**src/rtl/somador_pipe_pkg.sv**
```systemverilog
// Shared helpers for the pipelined adder: slice width, parameter legality, per-slice payload width.
package somador_pipe_pkg;

  localparam int DEF_WIDTH  = 16;
  localparam int DEF_STAGES = 4;

  function automatic bit params_ok(input int width, input int stages);
    return (stages >= 1) && (width > 0) && ((width % ((stages < 1) ? 1 : stages)) == 0);
  endfunction

  function automatic int calc_sl(input int width, input int stages);
    return width / ((stages < 1) ? 1 : stages);
  endfunction

  // Payload entering slice k: finished sum bits below k plus interleaved {b,a} slices from k upward.
  function automatic int pay_w(input int width, input int sl, input int k);
    return 2 * width - k * sl;
  endfunction

endpackage

```
**src/rtl/somador_pipe_slice.sv**
```systemverilog
// One SL-bit adder slice with its valid/payload/carry registers and ready term; latency 1,
// loads whenever it is empty or the next slice is ready.
module somador_pipe_slice
  import somador_pipe_pkg::*;
#(
  parameter int SL    = 4,
  parameter int PAY_W = 32
) (
  input  logic               clk,
  input  logic               rst,
  input  logic               v_in,
  input  logic               c_in,
  input  logic [PAY_W-1:0]   pay_in,
  input  logic               rdy_nxt,
  output logic               rdy_out,
  output logic               v_out,
  output logic               c_out,
  output logic [PAY_W-SL-1:0] pay_out
);

  typedef struct packed {
    logic                v;
    logic                carry;
    logic [PAY_W-SL-1:0] pay;
  } slice_state_t;

  slice_state_t        st_q, st_d;
  logic [SL:0]         add;
  logic [PAY_W-SL-1:0] nxt_pay;

  assign add = {1'b0, pay_in[SL-1:0]} + {1'b0, pay_in[2*SL-1:SL]} + {{SL{1'b0}}, c_in};

  // New sum slice lands on top of the lower sums; remaining operand slices shift down by one slot.
  if (PAY_W == 2 * SL) begin : g_only
    assign nxt_pay = add[SL-1:0];
  end else begin : g_fwd
    assign nxt_pay = {add[SL-1:0], pay_in[PAY_W-1:2*SL]};
  end

  assign rdy_out = !st_q.v || rdy_nxt;

  always_comb begin
    st_d = st_q;
    if (rdy_out) begin
      st_d.v = v_in;
      if (v_in) begin
        st_d.carry = add[SL];
        st_d.pay   = nxt_pay;
      end
    end
  end

  always_ff @(posedge clk or posedge rst) begin
    if (rst) begin
      st_q <= '0;
    end else begin
      st_q <= st_d;
    end
  end

  assign v_out   = st_q.v;
  assign c_out   = st_q.carry;
  assign pay_out = st_q.pay;

endmodule

```
**src/rtl/somador_pipe_param.sv**
```systemverilog
// WIDTH-bit adder, carry chain cut into STAGES registered slices; latency STAGES, 1 result/cycle,
// ack_out is a combinational ready chain from ack_in. SOMADOR_PIPE_SAT_EN clamps on carry out.
module somador_pipe_param
  import somador_pipe_pkg::*;
#(
  parameter int WIDTH  = DEF_WIDTH,
  parameter int STAGES = DEF_STAGES
) (
  input  logic             clk,
  input  logic             reset,
  input  logic             in_valid,
  input  logic [WIDTH-1:0] a,
  input  logic [WIDTH-1:0] b,
  input  logic             cin,
  output logic             ack_out,
  output logic             out_valid,
  output logic [WIDTH-1:0] soma_saida,
  output logic             cout,
  input  logic             ack_in
);

  localparam int SL = calc_sl(WIDTH, STAGES);

  if (!params_ok(WIDTH, STAGES)) begin : g_param_err
    $error("somador_pipe_param: WIDTH must be a multiple of STAGES and STAGES >= 1");
  end

  logic [2*WIDTH-1:0] pay_first;
  logic [STAGES-1:0]  v;
  logic [STAGES-1:0]  carry;
  logic [STAGES:0]    rdy;
  logic [WIDTH-1:0]   sum_raw;

  // Interleave operand slices so each stage finds its {b,a} pair in the lowest 2*SL bits.
  always_comb begin
    pay_first = '0;
    for (int k = 0; k < STAGES; k++) begin
      pay_first[2*k*SL +: SL]     = a[k*SL +: SL];
      pay_first[(2*k+1)*SL +: SL] = b[k*SL +: SL];
    end
  end

  assign rdy[STAGES] = ack_in;

  for (genvar k = 0; k < STAGES; k++) begin : g_slice
    localparam int PW = pay_w(WIDTH, SL, k);

    logic              v_prev;
    logic              c_prev;
    logic [PW-1:0]     pay_prev;
    logic [PW-SL-1:0]  pay_o;

    if (k == 0) begin : g_head
      assign v_prev   = in_valid;
      assign c_prev   = cin;
      assign pay_prev = pay_first;
    end else begin : g_body
      assign v_prev   = v[k-1];
      assign c_prev   = carry[k-1];
      assign pay_prev = g_slice[k-1].pay_o;
    end

    if (k == STAGES - 1) begin : g_tail
      assign sum_raw = pay_o;
    end

    somador_pipe_slice #(
      .SL    (SL),
      .PAY_W (PW)
    ) u_slice (
      .clk     (clk),
      .rst     (reset),
      .v_in    (v_prev),
      .c_in    (c_prev),
      .pay_in  (pay_prev),
      .rdy_nxt (rdy[k+1]),
      .rdy_out (rdy[k]),
      .v_out   (v[k]),
      .c_out   (carry[k]),
      .pay_out (pay_o)
    );
  end

  assign ack_out   = rdy[0] && !reset;
  assign out_valid = v[STAGES-1];
  assign cout      = carry[STAGES-1];

`ifdef SOMADOR_PIPE_SAT_EN
  assign soma_saida = cout ? {WIDTH{1'b1}} : sum_raw;
`else
  assign soma_saida = sum_raw;
`endif

endmodule
```
**config.mk**
```make
export PLATFORM = sky130hd
export DESIGN_NAME = somador_pipe_param
export DESIGN_NICKNAME = d
export VERILOG_FILES = /design/src/rtl/somador_pipe_pkg.sv /design/src/rtl/somador_pipe_slice.sv /design/src/rtl/somador_pipe_param.sv
export SDC_FILE = /design/constraint.sdc
export NUM_CORES = 1
export LEC_CHECK = 0
export ABC_CLOCK_PERIOD_IN_PS = 2900
export CAP_MARGIN = 40
export CORE_AREA = 2 2 78 155
export CTS_BUF_LIST = sky130_fd_sc_hd__clkbuf_16
export CTS_CLUSTER_SIZE = 8
export DETAILED_ROUTE_END_ITERATION = 10
export DIE_AREA = 0 0 80 157
export PLACE_DENSITY = 0.62
export RECOVER_POWER = 25
export SKIP_CTS_REPAIR_TIMING = 1
export SYNTH_ARGS = -nofsm -noshare
export SYNTH_HDL_FRONTEND = slang
export SYNTH_HIERARCHICAL = 1
export SYNTH_SLANG_ARGS = --single-unit
```
**constraint.sdc**
```tcl
create_clock -name clk -period 2.9 [get_ports clk]
set_clock_uncertainty 0.1 [all_clocks]
set_input_delay 0.58 -clock clk [delete_from_list [all_inputs] [get_ports clk]]
set_output_delay 0.58 -clock clk [all_outputs]
set_load 0.02 [all_outputs]
```
==> impl_metrics.yaml, run 1 <==
global_route:
  busiest_layer: "met2"
  use_met1_pct: 14.05
  grt-ovfl-total: 0
  antenna_found_initial: 0
  grt_pass1_wl_um: 12210
  grt_max_degree: 29
  grt_use_met2_pct: 22.54
  gr-usage-met3_pct: 2.924
  grt_util_all_layers_pct: 12.82
  grt_pass1_vias: 2552
worst_hold_path:
  hold_end: "g_slice[1].u_slice/pay_out[12]$_DFFE_PP0P_"
  hold_path_class: "reg -> reg"
  hp-start: "g_slice[0].u_slice/pay_out[20]$_DFFE_PP0P_"
  min_path_cells: 1
detailed_routing:
  firstDrtPassIters: 4
  via_count: 2446
  viasPerCell: 4.722
  ant_nets: 0
  wl_per_cell_um: 13.74
  drc: 0
  drt_iter0_markers: 94
  routed_wl_um: 7119
floorplan:
  die_w_um: 80
  initial_core_util_pct: 39.65
  die-area_um2: 12560
  coreArea_um2: 11290
  dieHeight_um: 157
  placementRows: 55
  pin_count: 56
logic_synthesis:
  avgSynthCellArea_um2: 14.96
  synthDistinctLibCells: 26
  synth_edf_count: 0
  synthFlopType: "dfrtp_1"
  syn-num-nets: 356
  synthArstFlopShare_pct: 100.0
  ys_ff_latch: 96
  seq_area_frac_synth_pct: 53.69
  syn_area_um2: 4474
  netlist_instances: 299
  ys_warn_count: 6
sta:
  relSlewSlack_pct: 2.476
  fmax_mhz: 359.1
  fin_crit_ns: 2.785
  hold_viol: 0
  fin_setup_tns_ns: 0
  slew_viol_final: 0
  fin_hold_ws_ns: 0.3977
  setup_viol: 0
  max_slew.worst_pin.slew_ns: 1.463
  finalCritPeriodShare_pct: 96.03
  rsz0062_at_grt: "false"
critical_path:
  cp_data_required_time_ns: 2.22
  cpMostUsedCell: "nor2b_4"
  r2r-start: "g_slice[3].u_slice/v_out$_DFFE_PP0N_"
  r2r_cells: 11
  reg2reg_setup_slack_ns: 0.76
  r2r_end: "g_slice[0].u_slice/pay_out[23]$_DFFE_PP0P_"
  worst_setup_path_end_kind: "output port"
  max_stage_delay_ns: 0.44
  cpMaxStageDelayCell: "clkdlybuf4s50_1"
  worstSetupPathType: "in -> out"
  cp_cell_sequence: "clkdlybuf4s50_1, nor2b_4, inv_4, nor2b_4, inv_1, nor2b_4, inv_4, nor2b_4, inv_4, nor2b_4, clkbuf_2"
  worstPathArrival_ns: 2.10
  start_kind: "input port"
  cp_max_fo: 3
power:
  power.density_nw_per_um2: 892.9
  vdd_drop_max_uv: 364.5
  p_leak_nw: 2.562
cells_and_area:
  final_common_cell: "dfrtp_1"
  nets: 428
  diodes: 0
  layout-drive-gt1-share_pct: 30.59
  syn2layout_area_growth_pct: 23.04
  n_fill_cell: 1038
  final_cell_mix: "96 x dfrtp_1, 53 x clkdlybuf4s50_1, 50 x mux2_4, 26 x mux2_2, 24 x o21ai_0"
run_status:
  status: "complete, no violations"
placement:
  io_buffer_count: 55
  dp_hpwl_um: 5844
  gp_congestion: 0.7981
clocking:
  cts_buffers: 9
  htreeDepth: 3
  clk_pin_slew_ns: 0.07
  cts_sinks: 96
  clock_path_buffers: 2
  cts-root-buf: "clkbuf_16"
  cts_tree: "yes"
  clkLatencyLatePin_ns: 0.34
job:
  maxCapViolCount: 0
[flip-flops by register name, indices dropped and copies added (netlist names)]
signal / flops
g_slice.u_slice/pay_out: 88
g_slice.u_slice/c_out: 4
g_slice.u_slice/v_out: 4
[report_power, final]
group          switching, mW  internal [mW]  leakage, nW  total (mW)
sequential             0.276           1.79         1.13        2.07
combinational          0.669          0.964         1.28        1.63
clock                  0.524          0.689        0.154        1.21
total                   1.47           3.45         2.56        4.92
[through the flow]
stage | util, % | std cells | power (mW) | setup slack [ns] | cell area (µm²)
CTS | 48.79 | 516 | 4.994 | -0.3057 | 5507
finish | 48.78 | 518 | 4.916 | 0.1153 | 5505
floorplan | - | 299 | 3.207 | 0.5148 | 4474
global placement | 46.02 | 500 | 3.685 | -0.2887 | 5194
detailed placement | 46.02 | 500 | 3.766 | -0.2914 | 5194
global route | 48.78 | 518 | 5.243 | 0.01733 | 5505
[per-layer routing]
| layer | part of all wire, % | wire length (µm) | up-vias |
|---|---|---|---|
| met1 | 38 | 2699 | 1207 |
| met5 | 0 | 0 | - |
| met2 | 56 | 3976 | 44 |
| met3 | 3.2 | 226 | 13 |
| li1 | - | - | 1182 |
| met4 | 3.0 | 216 | 0 |
[cell type report]
class / instances / area (µm²) / share of cell area [%]
sequential: 96 / 2402 / 43.64
timing repair buffer: 67 / 636.9 / 11.57
clock inverter: 7 / 87.58 / 1.591
multi-input combinational: 173 / 1878 / 34.11
clock buffer: 9 / 225.2 / 4.091
tap: 142 / 177.7 / 3.227
inverter: 24 / 97.59 / 1.773
[cell usage after synthesis (all sizes together) (4+ instances only)]
cell | instances | area share [%]
o21ai | 24 | 2.7
nor3 | 4 | 0.45
o31ai | 4 | 0.67
xor2 | 4 | 0.78
nand3 | 4 | 0.45
buf | 6 | 2.2
a21oi | 10 | 1.1
inv | 24 | 2.2
mux2 | 76 | 23
dfrtp | 96 | 54
fa | 8 | 3.6
ha | 12 | 3.4
nor2b | 9 | 2.1
a21boi | 4 | 0.67
and3b | 4 | 0.78
nand2 | 8 | 1.4
[worst max-delay path by stage]
stage / slack (ns) / start / cells past startpoint / end
finish: 0.12 / ack_in / 11 / ack_out
global route: 0.02 / ack_in / 11 / ack_out
CTS: -0.31 / ack_in / 11 / ack_out
detailed placement: -0.29 / ack_in / 11 / ack_out
global placement: -0.29 / ack_in / 11 / ack_out
floorplan: 0.51 / ack_in / 9 / ack_out
[critical path: cells and delay by family]
kind	cells	cell delay, ns
buf+inv	6	0.83
simple gates	5	0.68
[logic make-up (layout without fill, tap and decap cells)]
| family | Yosys count | count (layout) | synth area share [%] |
|---|---|---|---|
| flip-flops | 96 | 96 | 53.69 |
| adder cells (fa/ha/maj) | 20 | 20 | 6.935 |
| AO/OA/AOI/OAI | 43 | 43 | 5.341 |
| AND/OR/NAND/NOR | 30 | 30 | 5.593 |
| multiplexers | 76 | 76 | 23.32 |
| buffers and inverters | 30 | 107 | 4.334 |
| XOR/XNOR | 4 | 4 | 0.7829 |
No activity file was read; power rests on OpenSTA's default activity.
==> inputs of run 2 (changes only) <==
--- a/config.mk
+++ b/config.mk
@@ -12,6 +12,7 @@
 export CTS_CLUSTER_SIZE = 8
 export DETAILED_ROUTE_END_ITERATION = 10
 export DIE_AREA = 0 0 80 157
+export GPL_TIMING_DRIVEN = 0
 export PLACE_DENSITY = 0.62
 export RECOVER_POWER = 25
 export SKIP_CTS_REPAIR_TIMING = 1
==> run 2 against run 1 <==
- register-to-register slack got worse by 0.02 ns
- sequential power about the same
- die area unchanged
- wire length increased by 2.4%
- fmax increased by 5.8%
- combinational power about the same
- clock power decreased by 13%
- first-iteration DRC count increased by 30%
- critical path type unchanged
- largest cell class unchanged
==> impl_metrics.yaml, run 2 (synthesized netlist as in run 1, its figures left out) <==
sta:
  max_slew.worst_pin.slew_ns: 1.160
  fin_setup_tns_ns: 0
  relSlewSlack_pct: 22.67
  hold_viol: 0
  finalCritPeriodShare_pct: 90.75
  fin_ws_ns: 0.2682
  rsz0062_at_grt: "false"
  setup_viol: 0
  fin_crit_ns: 2.632
  fmax_mhz: 380.0
  slew_viol_final: 0
clocking:
  cts_buffers: 9
  htreeDepth: 3
  clkLatencyLatePin_ns: 0.34
  clk_pin_slew_ns: 0.06
  cts_sinks: 96
  cts-root-buf: "clkbuf_16"
  clock_path_buffers: 2
  cts_tree: "yes"
critical_path:
  worstSetupPathType: "in -> out"
  r2r_end: "g_slice[0].u_slice/pay_out[2]$_DFFE_PP0P_"
  path_buf_inv: 6
  reg2reg_setup_slack_ns: 0.74
  cpMaxStageDelayCell: "nor2b_4"
  cp.depth: 11
  cp_data_required_time_ns: 2.22
  worst_setup_path_end_kind: "output port"
  r2r_cells: 11
  r2r-start: "g_slice[3].u_slice/v_out$_DFFE_PP0N_"
  path_delay_family: "simple AND/OR/NAND/NOR gates"
  cp_cell_sequence: "dlymetal6s2s_1, nor2b_4, inv_4, nor2b_4, inv_2, nor2b_4, inv_4, nor2b_4, inv_4, nor2b_4, buf_2"
  cpMostUsedCell: "nor2b_4"
  cp_max_fo: 5
  start_kind: "input port"
  worstPathArrival_ns: 1.95
  max_stage_delay_ns: 0.17
global_route:
  grt_pass1_vias: 2522
  antenna_found_initial: 0
  grt_util_all_layers_pct: 13.05
  grt_pass1_wl_um: 12480
  grt_max_degree: 23
  grt-ovfl-total: 0
floorplan:
  die_w_um: 80
  coreArea_um2: 11290
  pin_count: 56
  dieHeight_um: 157
  die-area_um2: 12560
  placementRows: 55
  initial_core_util_pct: 39.65
placement:
  gp_congestion: 0.7453
  dp_hpwl_um: 5943
  dpl_cell_area_um2: 5258
  pre_cts_ws_ns: -0.6618
  io_buffer_count: 55
detailed_routing:
  firstDrtPassIters: 4
  drc: 0
  ant_nets: 0
  drt_iter0_markers: 122
  via_count: 2474
  wl_per_cell_um: 14.07
  routed_wl_um: 7287
  viasPerCell: 4.776
worst_hold_path:
  hold_end: "g_slice[1].u_slice/pay_out[12]$_DFFE_PP0P_"
  hp-start: "g_slice[0].u_slice/pay_out[20]$_DFFE_PP0P_"
  min_path_cells: 1
  hold_path_class: "reg -> reg"
cells_and_area:
  multi_input_area_um2: 1871
  final_cell_mix: "96 x dfrtp_1, 52 x clkdlybuf4s50_1, 50 x mux2_4, 26 x mux2_2, 24 x o21ai_0"
  layout-drive-gt1-share_pct: 30.32
  final_common_cell: "dfrtp_1"
  n_fill_cell: 1037
  largest_reg_flops: 88
  syn2layout_area_growth_pct: 22.79
  nets: 428
  register_area_um2: 2402
  design_area_um2: 5494
  diodes: 0
job:
  maxCapViolCount: 0
power:
  p_leak_nw: 2.565
  vdd_drop_max_uv: 325.4
  power.density_nw_per_um2: 869.0
run_status:
  status: "complete, no violations"
run 2: changes by cell type in the layout (fill, tap and decap cells not counted), moves of 2 or more:
cell,before,now
buf_8,0,3
clkinv_2,0,3
clkinv_4,2,0
inv_8,2,0
buf_4,8,4
run 2: per-stage QoR:
step	utilization, %	instances	power, mW	hold slack (ns)
2_1_floorplan	-	299	3.207	0.3676
3_3_place_gp	46.10	496	3.692	0.3876
3_5_place_dp	46.59	498	3.783	0.3901
4_1_cts	48.92	514	4.851	0.4039
5_1_grt	48.68	518	5.099	0.4145
6_report	48.68	518	4.774	0.4012
run 2: area by class of cell:
cell class                      count  share of cell area, %
Buffer                              6                  1.754
Clock buffer                        9                  4.099
Clock inverter                      7                 0.7060
Inverter                           24                  1.776
Multi-Input combinational cell    173                  34.05
Sequential cell                    96                  43.73
Tap cell                          142                  3.234
Timing Repair Buffer               61                  10.66
run 2: power by group:
part / leakage (nW) / internal [mW] / switching (mW)
Sequential: 1.13 / 1.79 / 0.271
Combinational: 1.30 / 0.980 / 0.676
Clock: 0.134 / 0.573 / 0.480
Total: 2.57 / 3.35 / 1.43
run 2: worst max path at each step:
stage	from	end	slack, ns
global placement	ack_in	ack_out	-0.66
floorplan	ack_in	ack_out	0.51
detailed placement	ack_in	ack_out	-0.66
global route	g_slice[3].u_slice/v_out$_DFFE_PP0N_	ack_out	0.15
finish	ack_in	ack_out	0.27
CTS	ack_in	ack_out	-0.67
run 2: per-layer routing:
metal / track usage [%] / vias up / part of all wire, %
li1: - / 1185 / -
met1: 14.31 / 1232 / 38
met2: 23.06 / 44 / 56
met3: 2.752 / 13 / 3.2
met4: 6.941 / 0 / 2.5
met5: 0 / - / 0
==> inputs of run 3 (changes only) <==
--- a/config.mk
+++ b/config.mk
@@ -7,11 +7,11 @@
 export LEC_CHECK = 0
 export ABC_CLOCK_PERIOD_IN_PS = 2900
 export CAP_MARGIN = 40
-export CORE_AREA = 2 2 78 155
+export CORE_AREA = 2 2 140 87
 export CTS_BUF_LIST = sky130_fd_sc_hd__clkbuf_16
 export CTS_CLUSTER_SIZE = 8
 export DETAILED_ROUTE_END_ITERATION = 10
-export DIE_AREA = 0 0 80 157
+export DIE_AREA = 0 0 142 89
 export GPL_TIMING_DRIVEN = 0
 export PLACE_DENSITY = 0.62
 export RECOVER_POWER = 25
@@ -20,3 +20,4 @@
 export SYNTH_HDL_FRONTEND = slang
 export SYNTH_HIERARCHICAL = 1
 export SYNTH_SLANG_ARGS = --single-unit
+export TNS_END_PERCENT = 10
==> run 3 against run 2 <==
- worst setup slack worse by 0.11 ns
- largest power group unchanged
- core utilization is 1.6 points higher
- clock-buffer cell count stayed put
- worst hold slack better by 0.00065 ns
- global-route usage is 1.2 points higher
- die area is 0.62% higher
==> impl_metrics.yaml, run 3 (synthesized netlist as in run 1, its figures left out) <==
critical_path:
  worstPathArrival_ns: 2.06
  worst_setup_path_end_kind: "output port"
  start_kind: "input port"
  cp_data_required_time_ns: 2.22
  cp_max_fo: 5
  worstSetupPathType: "in -> out"
power:
  power.density_nw_per_um2: 901.5
  p_leak_nw: 2.635
  p_total_mw: 5.088
  vdd_drop_max_uv: 367.7
clocking:
  cts_buffers: 9
  cts-root-buf: "clkbuf_16"
  cts_sinks: 96
  clk_pin_slew_ns: 0.07
  cts_tree: "yes"
  clock_path_buffers: 2
  htreeDepth: 3
  clkLatencyLatePin_ns: 0.35
cells_and_area:
  syn2layout_area_growth_pct: 26.15
  final_cell_mix: "96 x dfrtp_1, 52 x clkdlybuf4s50_1, 50 x mux2_4, 26 x mux2_2, 24 x o21ai_0"
  final_common_cell: "dfrtp_1"
  design_area_um2: 5644
  nets: 432
  diodes: 0
  largest_reg_flops: 88
  layout-drive-gt1-share_pct: 31.32
placement:
  io_buffer_count: 55
  gp_congestion: 0.7339
  pre_cts_ws_ns: -0.6865
  dp_hpwl_um: 6113
  dpl_cell_area_um2: 5275
floorplan:
  die_w_um: 142
  die-area_um2: 12640
  placementRows: 30
  coreArea_um2: 11220
  dieHeight_um: 89
  pin_count: 56
  initial_core_util_pct: 39.87
sta:
  hold_viol: 0
  max_slew.worst_pin.slew_ns: 0.8038
  fmax_mhz: 365.2
  fin_ws_ns: 0.1617
  fin_crit_ns: 2.738
  finalCritPeriodShare_pct: 94.42
  relSlewSlack_pct: 46.35
  slew_viol_final: 0
  fin_setup_tns_ns: 0
  setup_viol: 0
  rsz0062_at_grt: "false"
global_route:
  grt_pass1_wl_um: 13500
  grt_pass1_vias: 2623
  antenna_found_initial: 0
  grt_util_all_layers_pct: 14.30
  grt_max_degree: 19
  grt-ovfl-total: 0
worst_hold_path:
  hold_path_class: "reg -> reg"
detailed_routing:
  via_count: 2491
  ant_nets: 0
  viasPerCell: 4.754
  firstDrtPassIters: 4
  wl_per_cell_um: 15.38
  drt_iter0_markers: 107
  routed_wl_um: 8059
  drc: 0
run_status:
  status: "complete, no violations"
job:
  maxCapViolCount: 0
run 3: cell types whose count changed in the layout (fill, tap and decap cells not counted), moves of 2 or more:
| cell | previous run | this run |
|---|---|---|
| buf_4 | 4 | 7 |
| bufinv_16 | 0 | 3 |
| clkinv_2 | 3 | 0 |
| buf_16 | 0 | 2 |
run 3: final cells by class:
type                    count  area, µm²
clock buffers               9      225.2
repair buffers             65      659.4
inverters                  24      97.59
well taps                 144      180.2
clock inverters             7      112.6
fillers                   944       5579
flip-flops and latches     96       2402
multi-input cells         173       1871
plain buffers               6      96.34
run 3: metal layers:
| layer | wire, µm | global-route usage, % | vias to the layer above | share of wire, % |
|---|---|---|---|---|
| li1 | - | - | 1194 | - |
| met1 | 4159 | 19.98 | 1249 | 52 |
| met2 | 3497 | 21.96 | 36 | 43 |
| met3 | 292 | 3.856 | 12 | 3.6 |
| met4 | 110 | 4.636 | 0 | 1.4 |
| met5 | 0 | 0 | - | 0 |
run 3: worst paths after layout:
check	slack [ns]	from	to	cells after the start
max in group asynchronous	1.02	reset	g_slice[2].u_slice/pay_out[6]$_DFFE_PP0P_	3
max	0.16	ack_in	ack_out	11
min in group asynchronous	0.69	reset	g_slice[2].u_slice/pay_out[12]$_DFFE_PP0P_	2
min	0.40	g_slice[1].u_slice/pay_out[19]$_DFFE_PP0P_	g_slice[1].u_slice/pay_out[19]$_DFFE_PP0P_	1
min reg2reg	0.40	g_slice[1].u_slice/pay_out[19]$_DFFE_PP0P_	g_slice[1].u_slice/pay_out[19]$_DFFE_PP0P_	1
max reg2reg	0.62	g_slice[3].u_slice/v_out$_DFFE_PP0N_	g_slice[0].u_slice/pay_out[7]$_DFFE_PP0P_	11
run 3: per-stage QoR:
step,cells,hold WS (ns),utilization (%)
floorplan,299,0.3676,-
global placement,498,0.3841,46.38
detailed placement,501,0.3910,47.00
CTS,517,0.4065,50.01
global route,524,0.4178,50.29
finish,524,0.4019,50.29
run 3: report_power, final:
part / internal [mW] / leakage [nW] / total, mW / switching [mW]
Sequential: 1.80 / 1.13 / 2.08 / 0.287
Clock: 0.836 / 0.164 / 1.32 / 0.484
Combinational: 0.993 / 1.34 / 1.69 / 0.693
Total: 3.62 / 2.64 / 5.09 / 1.46
run 3: worst max-delay path: stages:
cell and delay [ns]:
dlymetal6s2s_1 0.15, nor2b_4 0.16, inv_4 0.06, nor2b_4 0.24
inv_2 0.09, nor2b_4 0.16, inv_4 0.08, nor2b_4 0.18
inv_4 0.08, nor2b_4 0.12, clkbuf_2 0.15
